### src/rtl/host_loader_pkg.sv
// Shared types for the host command loader: command kind, FSM state and FIFO entry.
package host_loader_pkg;

  typedef enum logic {
    CMD_INST = 1'b0,
    CMD_ADDR = 1'b1
  } cmd_e;

  typedef enum logic [1:0] {
    ST_IDLE      = 2'd0,
    ST_ISSUE     = 2'd1,
    ST_WAIT_ACK  = 2'd2,
    ST_WAIT_DONE = 2'd3
  } loader_state_e;

  typedef struct packed {
    cmd_e        cmd;
    logic [31:0] data;
  } loader_entry_t;

  localparam int ENTRY_W = $bits(loader_entry_t);

endpackage

### src/rtl/loader_fifo.sv
// Synchronous FIFO with flush. A push into a full FIFO is accepted only when a
// pop happens in the same cycle. Pointers wrap modulo DEPTH (power of two).
module loader_fifo #(
  parameter int DEPTH = 8,
  parameter int WIDTH = 33,
  localparam int AW = $clog2(DEPTH),
  localparam int LW = AW + 1
) (
  input  logic             clk_i,
  input  logic             rst_ni,
  input  logic             clear_i,
  input  logic             push_i,
  input  logic             pop_i,
  input  logic [WIDTH-1:0] wdata_i,
  output logic [WIDTH-1:0] rdata_o,
  output logic             full_o,
  output logic             empty_o,
  output logic [LW-1:0]    level_o
);

  logic [WIDTH-1:0] mem [DEPTH];
  logic [AW-1:0]    wr_ptr;
  logic [AW-1:0]    rd_ptr;
  logic [LW-1:0]    level_q;
  logic             do_push;
  logic             do_pop;

  assign full_o  = (level_q == LW'(DEPTH));
  assign empty_o = (level_q == '0);
  assign do_pop  = pop_i && !empty_o;
  assign do_push = push_i && (!full_o || do_pop);
  assign rdata_o = mem[rd_ptr];
  assign level_o = level_q;

  // Pointer and occupancy bookkeeping; flush wins over push/pop.
  always_ff @(posedge clk_i or negedge rst_ni) begin
    if (!rst_ni) begin
      wr_ptr  <= '0;
      rd_ptr  <= '0;
      level_q <= '0;
    end else if (clear_i) begin
      wr_ptr  <= '0;
      rd_ptr  <= '0;
      level_q <= '0;
    end else begin
      if (do_push) wr_ptr <= wr_ptr + AW'(1);
      if (do_pop)  rd_ptr <= rd_ptr + AW'(1);
      case ({do_push, do_pop})
        2'b10:   level_q <= level_q + LW'(1);
        2'b01:   level_q <= level_q - LW'(1);
        default: level_q <= level_q;
      endcase
    end
  end

  // Storage write; contents need no reset because occupancy gates every read.
  always_ff @(posedge clk_i) begin
    if (do_push && !clear_i) mem[wr_ptr] <= wdata_i;
  end

endmodule

### src/rtl/host_loader.sv
// Host command loader: queues instruction words / section addresses from the
// host and hands them one at a time to a downstream bridge, waiting for the
// bridge's busy handshake between commands. Also holds bridge readback data.
//
// Handshakes: a host write is taken on a cycle where host_we_i=1 and
// host_ready_o=1 (or the FIFO pops that same cycle); a write while full and not
// popping is dropped and flagged in overflow_o. Readback: rdata_valid_o stays
// high until the host pulses rdata_ack_i; a new obi_rvalid_i in that same cycle
// takes priority and reloads the data.
module host_loader
  import host_loader_pkg::*;
#(
  parameter int FIFO_DEPTH  = 8,
  parameter int ACK_TIMEOUT = 4
) (
  input  logic                          clk_i,
  input  logic                          rst_ni,
  input  logic                          host_we_i,
  input  logic                          host_cmd_i,
  input  logic [31:0]                   host_wdata_i,
  output logic                          host_ready_o,
  output logic                          inst_valid_o,
  output logic [31:0]                   instruction_o,
  output logic                          new_addr_valid_o,
  output logic [31:0]                   new_section_address_o,
  input  logic                          busy_i,
  input  logic                          obi_rvalid_i,
  input  logic [31:0]                   obi_rdata_i,
  output logic [31:0]                   rdata_o,
  output logic                          rdata_valid_o,
  input  logic                          rdata_ack_i,
  input  logic                          clear_i,
  output logic [$clog2(FIFO_DEPTH):0]   fifo_level_o,
  output logic                          overflow_o,
  output logic                          timeout_o,
  output loader_state_e                 state_o
);

  localparam int CW = (ACK_TIMEOUT > 1) ? $clog2(ACK_TIMEOUT) : 1;

  loader_state_e  state_q, state_d;
  logic [CW-1:0]  ack_cnt_q;
  logic           issue;
  logic           ack_timeout;
  logic           fifo_full;
  logic           fifo_empty;
  logic [ENTRY_W-1:0] fifo_rdata;
  loader_entry_t  head;
  logic [31:0]    inst_q;
  logic [31:0]    addr_q;
  logic [31:0]    rdata_q;
  logic           rvalid_q;
  logic           overflow_q;
  logic           timeout_q;

  loader_fifo #(
    .DEPTH (FIFO_DEPTH),
    .WIDTH (ENTRY_W)
  ) u_fifo (
    .clk_i   (clk_i),
    .rst_ni  (rst_ni),
    .clear_i (clear_i),
    .push_i  (host_we_i),
    .pop_i   (issue),
    .wdata_i ({host_cmd_i, host_wdata_i}),
    .rdata_o (fifo_rdata),
    .full_o  (fifo_full),
    .empty_o (fifo_empty),
    .level_o (fifo_level_o)
  );

  assign head = loader_entry_t'(fifo_rdata);

  // FSM state register.
  always_ff @(posedge clk_i or negedge rst_ni) begin
    if (!rst_ni) state_q <= ST_IDLE;
    else         state_q <= state_d;
  end

  // Next state, pop strobe and ack-timeout detection; a flush overrides all.
  always_comb begin
    state_d     = state_q;
    issue       = 1'b0;
    ack_timeout = 1'b0;
    unique case (state_q)
      ST_IDLE: begin
        if (!fifo_empty && !busy_i) state_d = ST_ISSUE;
      end
      ST_ISSUE: begin
        issue   = 1'b1;
        state_d = ST_WAIT_ACK;
      end
      ST_WAIT_ACK: begin
        if (busy_i) begin
          state_d = ST_WAIT_DONE;
        end else if (ack_cnt_q == CW'(ACK_TIMEOUT - 1)) begin
          ack_timeout = 1'b1;
          state_d     = ST_IDLE;
        end
      end
      ST_WAIT_DONE: begin
        if (!busy_i) state_d = ST_IDLE;
      end
      default: state_d = ST_IDLE;
    endcase
    if (clear_i) begin
      state_d     = ST_IDLE;
      issue       = 1'b0;
      ack_timeout = 1'b0;
    end
  end

  // Cycles spent in WAIT_ACK, restarted on every entry.
  always_ff @(posedge clk_i or negedge rst_ni) begin
    if (!rst_ni)                    ack_cnt_q <= '0;
    else if (state_q != ST_WAIT_ACK) ack_cnt_q <= '0;
    else                            ack_cnt_q <= ack_cnt_q + CW'(1);
  end

  // Issue pulses are combinational with the pop; data outputs show the head
  // during the pulse and otherwise the last value issued on that channel.
  assign inst_valid_o          = issue && (head.cmd == CMD_INST);
  assign new_addr_valid_o      = issue && (head.cmd == CMD_ADDR);
  assign instruction_o         = inst_valid_o ? head.data : inst_q;
  assign new_section_address_o = new_addr_valid_o ? head.data : addr_q;

  // Remember the last issued payload per channel.
  always_ff @(posedge clk_i or negedge rst_ni) begin
    if (!rst_ni) begin
      inst_q <= '0;
      addr_q <= '0;
    end else begin
      if (inst_valid_o)     inst_q <= head.data;
      if (new_addr_valid_o) addr_q <= head.data;
    end
  end

  // Readback holding register and sticky error flags.
  always_ff @(posedge clk_i or negedge rst_ni) begin
    if (!rst_ni) begin
      rdata_q    <= '0;
      rvalid_q   <= 1'b0;
      overflow_q <= 1'b0;
      timeout_q  <= 1'b0;
    end else if (clear_i) begin
      rvalid_q   <= 1'b0;
      overflow_q <= 1'b0;
      timeout_q  <= 1'b0;
    end else begin
      if (host_we_i && fifo_full && !issue) overflow_q <= 1'b1;
      if (obi_rvalid_i && rvalid_q)         overflow_q <= 1'b1;
      if (ack_timeout)                      timeout_q  <= 1'b1;
      if (obi_rvalid_i) begin
        rdata_q  <= obi_rdata_i;
        rvalid_q <= 1'b1;
      end else if (rdata_ack_i) begin
        rvalid_q <= 1'b0;
      end
    end
  end

  assign host_ready_o  = !fifo_full;
  assign rdata_o       = rdata_q;
  assign rdata_valid_o = rvalid_q;
  assign overflow_o    = overflow_q;
  assign timeout_o     = timeout_q;
  assign state_o       = state_q;

endmodule

### config.mk
export PLATFORM = sky130hd
export DESIGN_NAME = host_loader
export DESIGN_NICKNAME = d
export VERILOG_FILES = /design/src/rtl/host_loader_pkg.sv /design/src/rtl/loader_fifo.sv /design/src/rtl/host_loader.sv
export SDC_FILE = /design/constraint.sdc
export NUM_CORES = 1
export LEC_CHECK = 0
export CORE_MARGIN = 1.5
export CORE_UTILIZATION = 50
export CTS_CLUSTER_DIAMETER = 30
export DETAILED_ROUTE_END_ITERATION = 12
export PLACE_DENSITY = 0.83
export SLEW_MARGIN = 0
export SYNTH_ARGS = -nofsm -noshare
export SYNTH_HDL_FRONTEND = slang
export SYNTH_SLANG_ARGS = --single-unit
### constraint.sdc
create_clock -name clk_i -period 4.84 [get_ports clk_i]
set_clock_uncertainty 0.05 [all_clocks]
set_input_delay 0.726 -clock clk_i [delete_from_list [all_inputs] [get_ports clk_i]]
set_output_delay 0.726 -clock clk_i [all_outputs]
set_load 0.03 [all_outputs]
Word level (Yosys, flattened, before mapping) --
Memory sizes are Yosys's and may differ from the RTL's. Cells that the tools add are included.
Operators by class: mux-type cells 31, bitwise gates (word level) 2, add/subtract/negate cells 5, reduce and logical (&&, ||, !) cells 25, equal/unequal tests 11
Operators with widths (number):
- $mux W32 | 2
- $mux W1 | 16
- $mux W2 | 6
- $mux W3 | 4
- $logic_and A1 B1 Y1 | 9
- $reduce_bool A3 Y1 | 3
- $eq A2 B2 Y1 const B | 4
- $pmux W2 S4 | 1
- $pmux W4 S2 | 1
- $add A3 B1 Y3 const B | 2
- $ne A3 B3 Y1 const B | 2
- $reduce_bool A2 Y1 | 3
- $logic_not A1 Y1 | 5
- $add A4 B1 Y4 const B | 1
- $eq A2 B1 Y1 const B | 2
- $eq A4 B4 Y1 const B | 1
- $logic_not A4 Y1 | 1
- $mux W4 | 1
- $ne A4 B4 Y1 const B | 1
- $sub A4 B1 Y4 const B | 1
- $reduce_and A3 Y1 | 1
- $add A2 B1 Y2 const B | 1
- $logic_not A2 Y1 | 1
- $ne A2 B2 Y1 const B | 1
- 3 further kinds | 4
Storage, ports and cells: memories kept 1, memory bits (writable) 264, bits in registers 113, word-level logic and storage cells 86, output and inout bits 108, input port bits 72
Memory list:
- u_fifo.mem | depth 8, width 33, read ports 1, clocked after Yosys merged registers in 0, wr ports 1, RTL line loader_fifo.sv:21 | logic [WIDTH-1:0] mem [DEPTH];

Longest topological paths before layout --
Gate-level depths: netlist of run 1.
word-level depth 9, depth in mapped cells 10

Cells and area by module --
A second synthesis of run 1 with hierarchy kept.
Second synthesis, totals: cells, all modules 692, area total of the unflattened synthesis 14642.8 um2
By module, submodules not included:
- loader_fifo | instances 1, area an instance 10731.5 um2, sequential area each 8177.8 um2, cells each 458
- host_loader | instances 1, area an instance 3911.3 um2, sequential area each 2577.5 um2, cells each 234

Least setup slack after synthesis of run 1 --
No wires, ideal clock.
path type input-to-reg, start input port clear_i, end memory u_fifo.mem[0][0] (enable), path slack 0.255 ns, arrival time 4.070 ns, path buffers 1, library setup time 0.464 ns, data required time 4.326 ns, stages 5, path through buf_2 -> nor3b_2 -> o21ai_2 -> or3_1 -> nor3_1
On the way: longest elaborated chain between the ends 7, elaborated cells between the ends (all ways) 8
Ends and longest elaborated chain:
- start: declaration | RTL line host_loader.sv:32 | input logic clear_i,
- $mux W1 | RTL line host_loader.sv:106 | if (clear_i) begin
- $logic_and A1 B1 Y1 | RTL line loader_fifo.sv:30 | assign do_pop = pop_i && !empty_o;
- $logic_or A1 B1 Y1 | RTL line loader_fifo.sv:31 | assign do_push = push_i && (!full_o || do_pop);
- $logic_and A1 B1 Y1 | RTL line loader_fifo.sv:31
- $logic_and A1 B1 Y1 * | RTL line loader_fifo.sv:58 | if (do_push && !clear_i) mem[wr_ptr] <= wdata_i;
- $mux W1 * | RTL line loader_fifo.sv:58
- $mux W1 (not written as such) * | RTL line loader_fifo.sv:58
- end: declaration | RTL line loader_fifo.sv:21
Every way passes the cells marked *; elsewhere a longest branch is shown, timed or not.

Worst setup path after layout of run 1 --
start register u_fifo.rd_ptr[1], end output port instruction_o[4]
On the way: longest elaborated chain between the ends 4
Ends and longest elaborated chain:
- start: declaration | RTL line loader_fifo.sv:23 | logic [AW-1:0] rd_ptr;
- start signal: assignment | RTL line loader_fifo.sv:47 | if (do_pop) rd_ptr <= rd_ptr + AW'(1);
- $mem_v2 Z8 W33 *
- $not A1 Y1 | RTL line host_loader.sv:122 | assign inst_valid_o = issue && (head.cmd == CMD_INST);
- $logic_and A1 B1 Y1 | RTL line host_loader.sv:122
- $mux W32 *
- end: declaration | RTL line host_loader.sv:23 | output logic [31:0] instruction_o,
Marks and branches as above.

==> results of run 1 <==
[worst reg2reg max path, delay by kind of cell, from the launching register on]
kind                   cells  cell delay (ns)
AOI/OAI and AO/OA          1             0.11
DFF                        1             0.49
buffers and inverters      2             0.47
and+or+nand+nor            3             1.42
[metal layers]
metal  up-vias  share of wire [%]  track usage (%)
met1      3871                 42            28.36
met2       320                 49            34.07
li1       3286                  -                -
met4         0                2.3            8.333
met5         -                  0                0
met3        52                6.5            4.921
[synthesized netlist by cell type, drive strengths merged (2+ instances only)]
master / instances
nor4: 2
clkbuf: 11
buf: 21
nand2b: 5
ha: 5
xor2: 3
inv: 4
dfrtp: 113
nor2b: 2
mux2: 131
mux2i: 2
nor3: 4
xnor2: 2
nor2: 20
mux4: 66
edfxtp: 264
o21ai: 5
or3: 3
a21oi: 6
nand2: 8
nor3b: 2
nand3: 2
[worst paths after layout]
kind                                               end  slack, ns
max                                   instruction_o[4]       0.45
min                               inst_q[26]$_DFF_PN0_       0.31
max reg2reg                u_fifo.mem[6][23]$_DFFE_PP_       1.99
min reg2reg                     ack_cnt_q[0]$_DFF_PN0_       0.40
max in group asynchronous          inst_q[0]$_DFF_PN0_       3.35
min in group clk_i              ack_cnt_q[0]$_DFF_PN0_       0.40
[metrics by stage]
step           hold WS, ns  worst slack, ns  total power, mW  cells
2_1_floorplan       0.3639           0.2553            5.681    694
3_3_place_gp        0.3756            1.007            6.599   1248
3_5_place_dp        0.3977           0.9452            6.653   1248
4_1_cts             0.3382           0.3719            11.48   1378
5_1_grt             0.3945           0.3164            11.78   1379
6_report            0.3077           0.4523            11.36   1379
[power by group through the flow]
stage	registers [mW]	logic [mW]	clock network (mW)
4_1_cts	4.03	2.61	4.84
3_5_place_dp	4.07	2.58	0
3_3_place_gp	4.06	2.54	0
2_1_floorplan	4.12	1.56	0
5_1_grt	4.07	2.71	5.00
6_report	4.02	2.57	4.77
[registers in the layout, summed over array words and instances (netlist names)]
signal          cells
overflow_o          1
inst_q             32
u_fifo.wr_ptr       3
rdata_o            32
rdata_valid_o       1
u_fifo.mem        264
u_fifo.level_o      4
u_fifo.rd_ptr       3
ack_cnt_q           2
state_o             2
addr_q             32
timeout_o           1
[layout by cell type, fill, tap and decap left out, types with 5 or more instances in the layout]
cell             instances
clkinv_2                 9
ha_1                     5
nand2b_1                 5
buf_4                   21
nor2_1                  14
inv_6                    8
nand2_1                  7
clkinvlp_4              10
mux2_4                  29
clkinv_4                 8
mux2_2                  79
mux4_2                  66
dfrtp_1                110
clkbuf_1                 5
edfxtp_1               264
clkdlybuf4s50_1        178
nor2_4                   6
mux2_1                  23
clkbuf_16               75
a21oi_1                  6
[kinds of logic after synthesis]
logic type	Yosys count
AND/OR/NAND/NOR	53
flip-flops	377
buffers and inverters	36
AO/OA/AOI/OAI	18
adder cells (fa/ha/maj)	6
XOR/XNOR	5
multiplexers	199
[final cells by class]
class	count	area (um^2)	share of cell area [%]
antenna	1	2.502	0.01293
clock buffer	82	1923	9.939
clock inverter	48	461.7	2.386
inverter	4	15.01	0.07759
multi-input combinational	281	3704	19.14
sequential	377	10760	55.63
tap	384	480.5	2.483
timing repair buffer	202	1999	10.33
==> results.cfg, run 1 <==
[outcome]
status = complete, no violations

[synth]
syn-cell-area_mm2 = 0.01463
yosysTopAreaCell = edfxtp_1
synthArstFlopShare_pct = 29.97
synthCells = 694
synth_compound_area_share_pct = 0.8213
synthAdderAreaFrac_pct = 0.4962
synth_area_leaders = edfxtp_1 54%, dfrtp_1 19%, mux4_2 10%, mux2_2 6.1%, mux2_4 3.0%
synth_top_area_share_pct = 54.20
synth_edf_count = 264
synth_top_family_by_area = multiplexers
synth_seq_cells = 377
yosys.area_share.simple_pct = 2.096
synthXorXnorAreaFrac_pct = 0.2994
yosys_warnings = 0
synth_mux_area_share_pct = 21.22
synth_seq_area_share_pct = 73.54
ys_types = 47
syn_avg_cell_area_um2 = 21.07
syn_nets = 771
synth-main-ff-cell = edfxtp_1

[floorplanning]
ios = 180
die-area_mm2 = 0.03028
die_width_um = 174.0
fp.dieH_um = 174.0
core-area_mm2 = 0.02878
fp-row-count = 62
start_util_pct = 50.82

[cells_and_area]
layout.nets = 1014
final.fill_count = 1815
fin_util_pct = 67.23
fin_area_mm2 = 0.01935
syn_to_final_growth_pct = 32.30
layout-drive-gt1-share_pct = 34.21

[global_route]
grt_usage_pct = 21.21
grt-ovfl-total = 0
antenna_found_initial = 1
grt_max_degree = 79
grt_pass1_vias = 8293
grt_pass1_wl_mm = 48.49

[place]
dp_hpwl_mm = 17.67
gp_congestion = 0.7711
dpl_cell_area_mm2 = 0.01696
port_buffers = 179

[clock_tree]
clkSinkCount = 377
cts_resized = 0
cts-buffers-inserted = 71
postCtsSetupRepairBufs = 0
cts_max_level = 3
clk_path_buf_depth = 3
hold_buffers = 0
clockRootBuffer = clkbuf_16
cts_tree = yes
clk_pin_slew_ns = 0.05
worstSkewPairLatency_ns = 0.55

[critical_path]
crit_fanout = 40
crit_cells = 5
required_ns = 4.06
crit_buf_inv = 1
cp-end-kind = primary output
timing.rr.start = state_o[0]$_DFFE_PN0P_
reg2reg_depth = 6
cp-startpoint = u_fifo.rd_ptr[1]$_DFFE_PN0P_
start_kind = register
worstSetupPathType = reg2out
critPathTopFamily = multiplexers
worstPathArrival_ns = 3.61
slowest_stage = dfrtp_4
path_cells = mux4_2, mux2i_4, nand2_4, mux2_4, clkdlybuf4s50_1
cp_slowest_stage_delay_ns = 0.82

[pwr]
p_leak_nw = 6.987
p_sw_share_pct = 28.04
switching_power_mw = 3.186
powerDensity_mw_per_mm2 = 587.2
p_int_mw = 8.176
pwr-share-clk_pct = 41.9
peakVddDrop_mv = 0.4586
combPwrFrac_pct = 22.7
power_frac_seq_pct = 35.4

[routing]
ant_nets = 0
via_count = 7529
drt_wl_total_mm = 30.72
wl_per_cell_um = 22.28
drc = 0
routed_via_density = 5.460
drt_pass1_iterations = 5
dr.first_iter.drc_count = 521

[timing]
setup_viol = 0
rsz0062_at_grt = no
final-hold-violation-count = 0
final.period_utilization_pct = 90.66
period_minus_slack_ns = 4.388
setup_tns_ns = 0
slew_headroom_pct = 32.83
slew_viol_final = 0
worst_slew_pin_slew_ns = 1.008
max_freq_mhz = 227.9

[worst_hold_path]
hold_class = in2async

[flow_run]
max_cap_violations = 0
No activity file was read; power rests on OpenSTA's default activity.
==> run 2, diff against run 1 <==
--- a/config.mk
+++ b/config.mk
@@ -6,7 +6,7 @@
 export NUM_CORES = 1
 export LEC_CHECK = 0
 export CORE_MARGIN = 1.5
-export CORE_UTILIZATION = 50
+export CORE_UTILIZATION = 53
 export CTS_CLUSTER_DIAMETER = 30
 export DETAILED_ROUTE_END_ITERATION = 12
 export PLACE_DENSITY = 0.83
==> run 2 against run 1 <==
Die area fell by 5.6%. Worst hold slack got worse by 0.26 ns. Clock-buffer cell count fell by 5.
==> results.cfg, run 2 (synthesized netlist as in run 1, its figures left out) <==
[routing]
drt_pass1_iterations = 4
drc = 0
via_count = 7505
drt_wl_total_mm = 30.57
wl_per_cell_um = 22.98
ant_nets = 0
dr.first_iter.drc_count = 498
routed_via_density = 5.643

[clock_tree]
clkSinkCount = 377
cts_resized = 0
cts-buffers-inserted = 67
clockRootBuffer = clkbuf_16
clk_path_buf_depth = 3
cts_tree = yes
clk_pin_slew_ns = 0.05
hold_buffers = 0
cts_max_level = 3
worstSkewPairLatency_ns = 0.56
postCtsSetupRepairBufs = 0

[floorplanning]
fp.dieH_um = 169.1
die-area_mm2 = 0.02860
ios = 180
die_width_um = 169.1
core-area_mm2 = 0.02703
fp-row-count = 60
start_util_pct = 54.12

[pwr]
powerDensity_mw_per_mm2 = 588.5
p_leak_nw = 6.971
peakVddDrop_mv = 0.3282

[timing]
setup_viol = 0
period_minus_slack_ns = 4.496
worst_slew_pin_slew_ns = 0.7444
final-hold-violation-count = 0
holdWs_ns = 0.04833
rsz0062_at_grt = no
slew_headroom_pct = 50.37
setup_tns_ns = 0
final.period_utilization_pct = 92.89
slew_viol_final = 0
max_freq_mhz = 222.4
setup_ws_ns = 0.3441

[place]
gp_congestion = 0.7108
place_inst = 1206
pre_cts_slack_ns = 0.9152
port_buffers = 179
dp_hpwl_mm = 17.23

[critical_path]
worstPathArrival_ns = 3.72
required_ns = 4.06
crit_buf_inv = 1
path_cells = mux4_2, mux2i_4, nand2_4, mux2_4, clkdlybuf4s50_1
slowest_stage = dfrtp_4
start_kind = register
critPathTopFamily = multiplexers
reg2reg_depth = 6
rrSetupSlack_ns = 2.03
cp_slowest_stage_delay_ns = 0.77
timing.rr.start = state_o[1]$_DFFE_PN0P_
regToRegEndpoint = u_fifo.mem[4][11]$_DFFE_PP_
crit_fanout = 33
worstSetupPathType = reg2out
cp-end-kind = primary output

[cells_and_area]
syn_to_final_growth_pct = 31.41
final_common_cell = edfxtp_1
largest_register_ffs = 264
largest-register = u_fifo.mem
layout-drive-gt1-share_pct = 33.87
diodes = 0
final_cells = 1330
final_cell_mix = 264 x edfxtp_1, 178 x clkdlybuf4s50_1, 110 x dfrtp_1
layout.nets = 1011

[outcome]
status = complete, no violations

[global_route]
grt_usage_pct = 22.23
antenna_found_initial = 2
grt_max_degree = 53
grt-ovfl-total = 0
grt_pass1_vias = 8205
grt_pass1_wl_mm = 47.42

[flow_run]
max_cap_violations = 0

[worst_hold_path]
hold_class = in2async
==> run 2: how the worst max path moves through the flow <==
stage,start,to,slack (ns),cells after the start
6_report,u_fifo.rd_ptr[0]$_DFFE_PN0P_,instruction_o[3],0.34,5
5_1_grt,u_fifo.rd_ptr[0]$_DFFE_PN0P_,instruction_o[2],0.16,5
4_1_cts,u_fifo.rd_ptr[0]$_DFFE_PN0P_,instruction_o[3],0.28,5
3_5_place_dp,u_fifo.rd_ptr[0]$_DFFE_PN0P_,instruction_o[13],0.92,5
3_3_place_gp,u_fifo.rd_ptr[0]$_DFFE_PN0P_,instruction_o[21],0.94,5
2_1_floorplan,clear_i,u_fifo.mem[0][0]$_DFFE_PP_,0.26,5
==> run 2: per-stage QoR <==
stage          power, mW  cell area, um^2  utilization, %
6_report           11.31            19220           71.12
5_1_grt            11.70            19220           71.12
3_3_place_gp       6.587            16920           62.59
3_5_place_dp       6.644            16920           62.59
2_1_floorplan      5.681            14630               -
4_1_cts            11.41            19220           71.12
==> run 2: area by class of cell <==
cell class,count,area (um^2)
repair buffers,203,2007
multi-input cells,281,3704
fillers,1636,7806
inverters,4,15.01
flip-flops and latches,377,10760
clock buffers,77,1777
well taps,341,426.7
clock inverters,47,526.8
==> run 2: worst register-to-register path: cells and delay by family (launching register included) <==
family / cells / cell delay, ns
AO/OA/AOI/OAI: 1 / 0.11
buffers and inverters: 2 / 0.53
flip-flops: 1 / 0.48
AND/OR/NAND/NOR: 3 / 1.33
==> run 2: where the power goes <==
group | leakage (nW) | total [mW] | switching (mW) | internal (mW)
combinational | 2.07 | 2.56 | 1.34 | 1.22
clock | 1.12 | 4.72 | 1.62 | 3.10
sequential | 3.77 | 4.04 | 0.187 | 3.85
==> run 2: layer usage <==
layer / routed length [um] / track usage, % / vias to the layer above
li1: - / - / 3267
met1: 12310 / 28.54 / 3857
met2: 15400 / 37.69 / 315
met3: 2129 / 5.120 / 64
met4: 715 / 7.618 / 2
met5: 9 / 0 / -
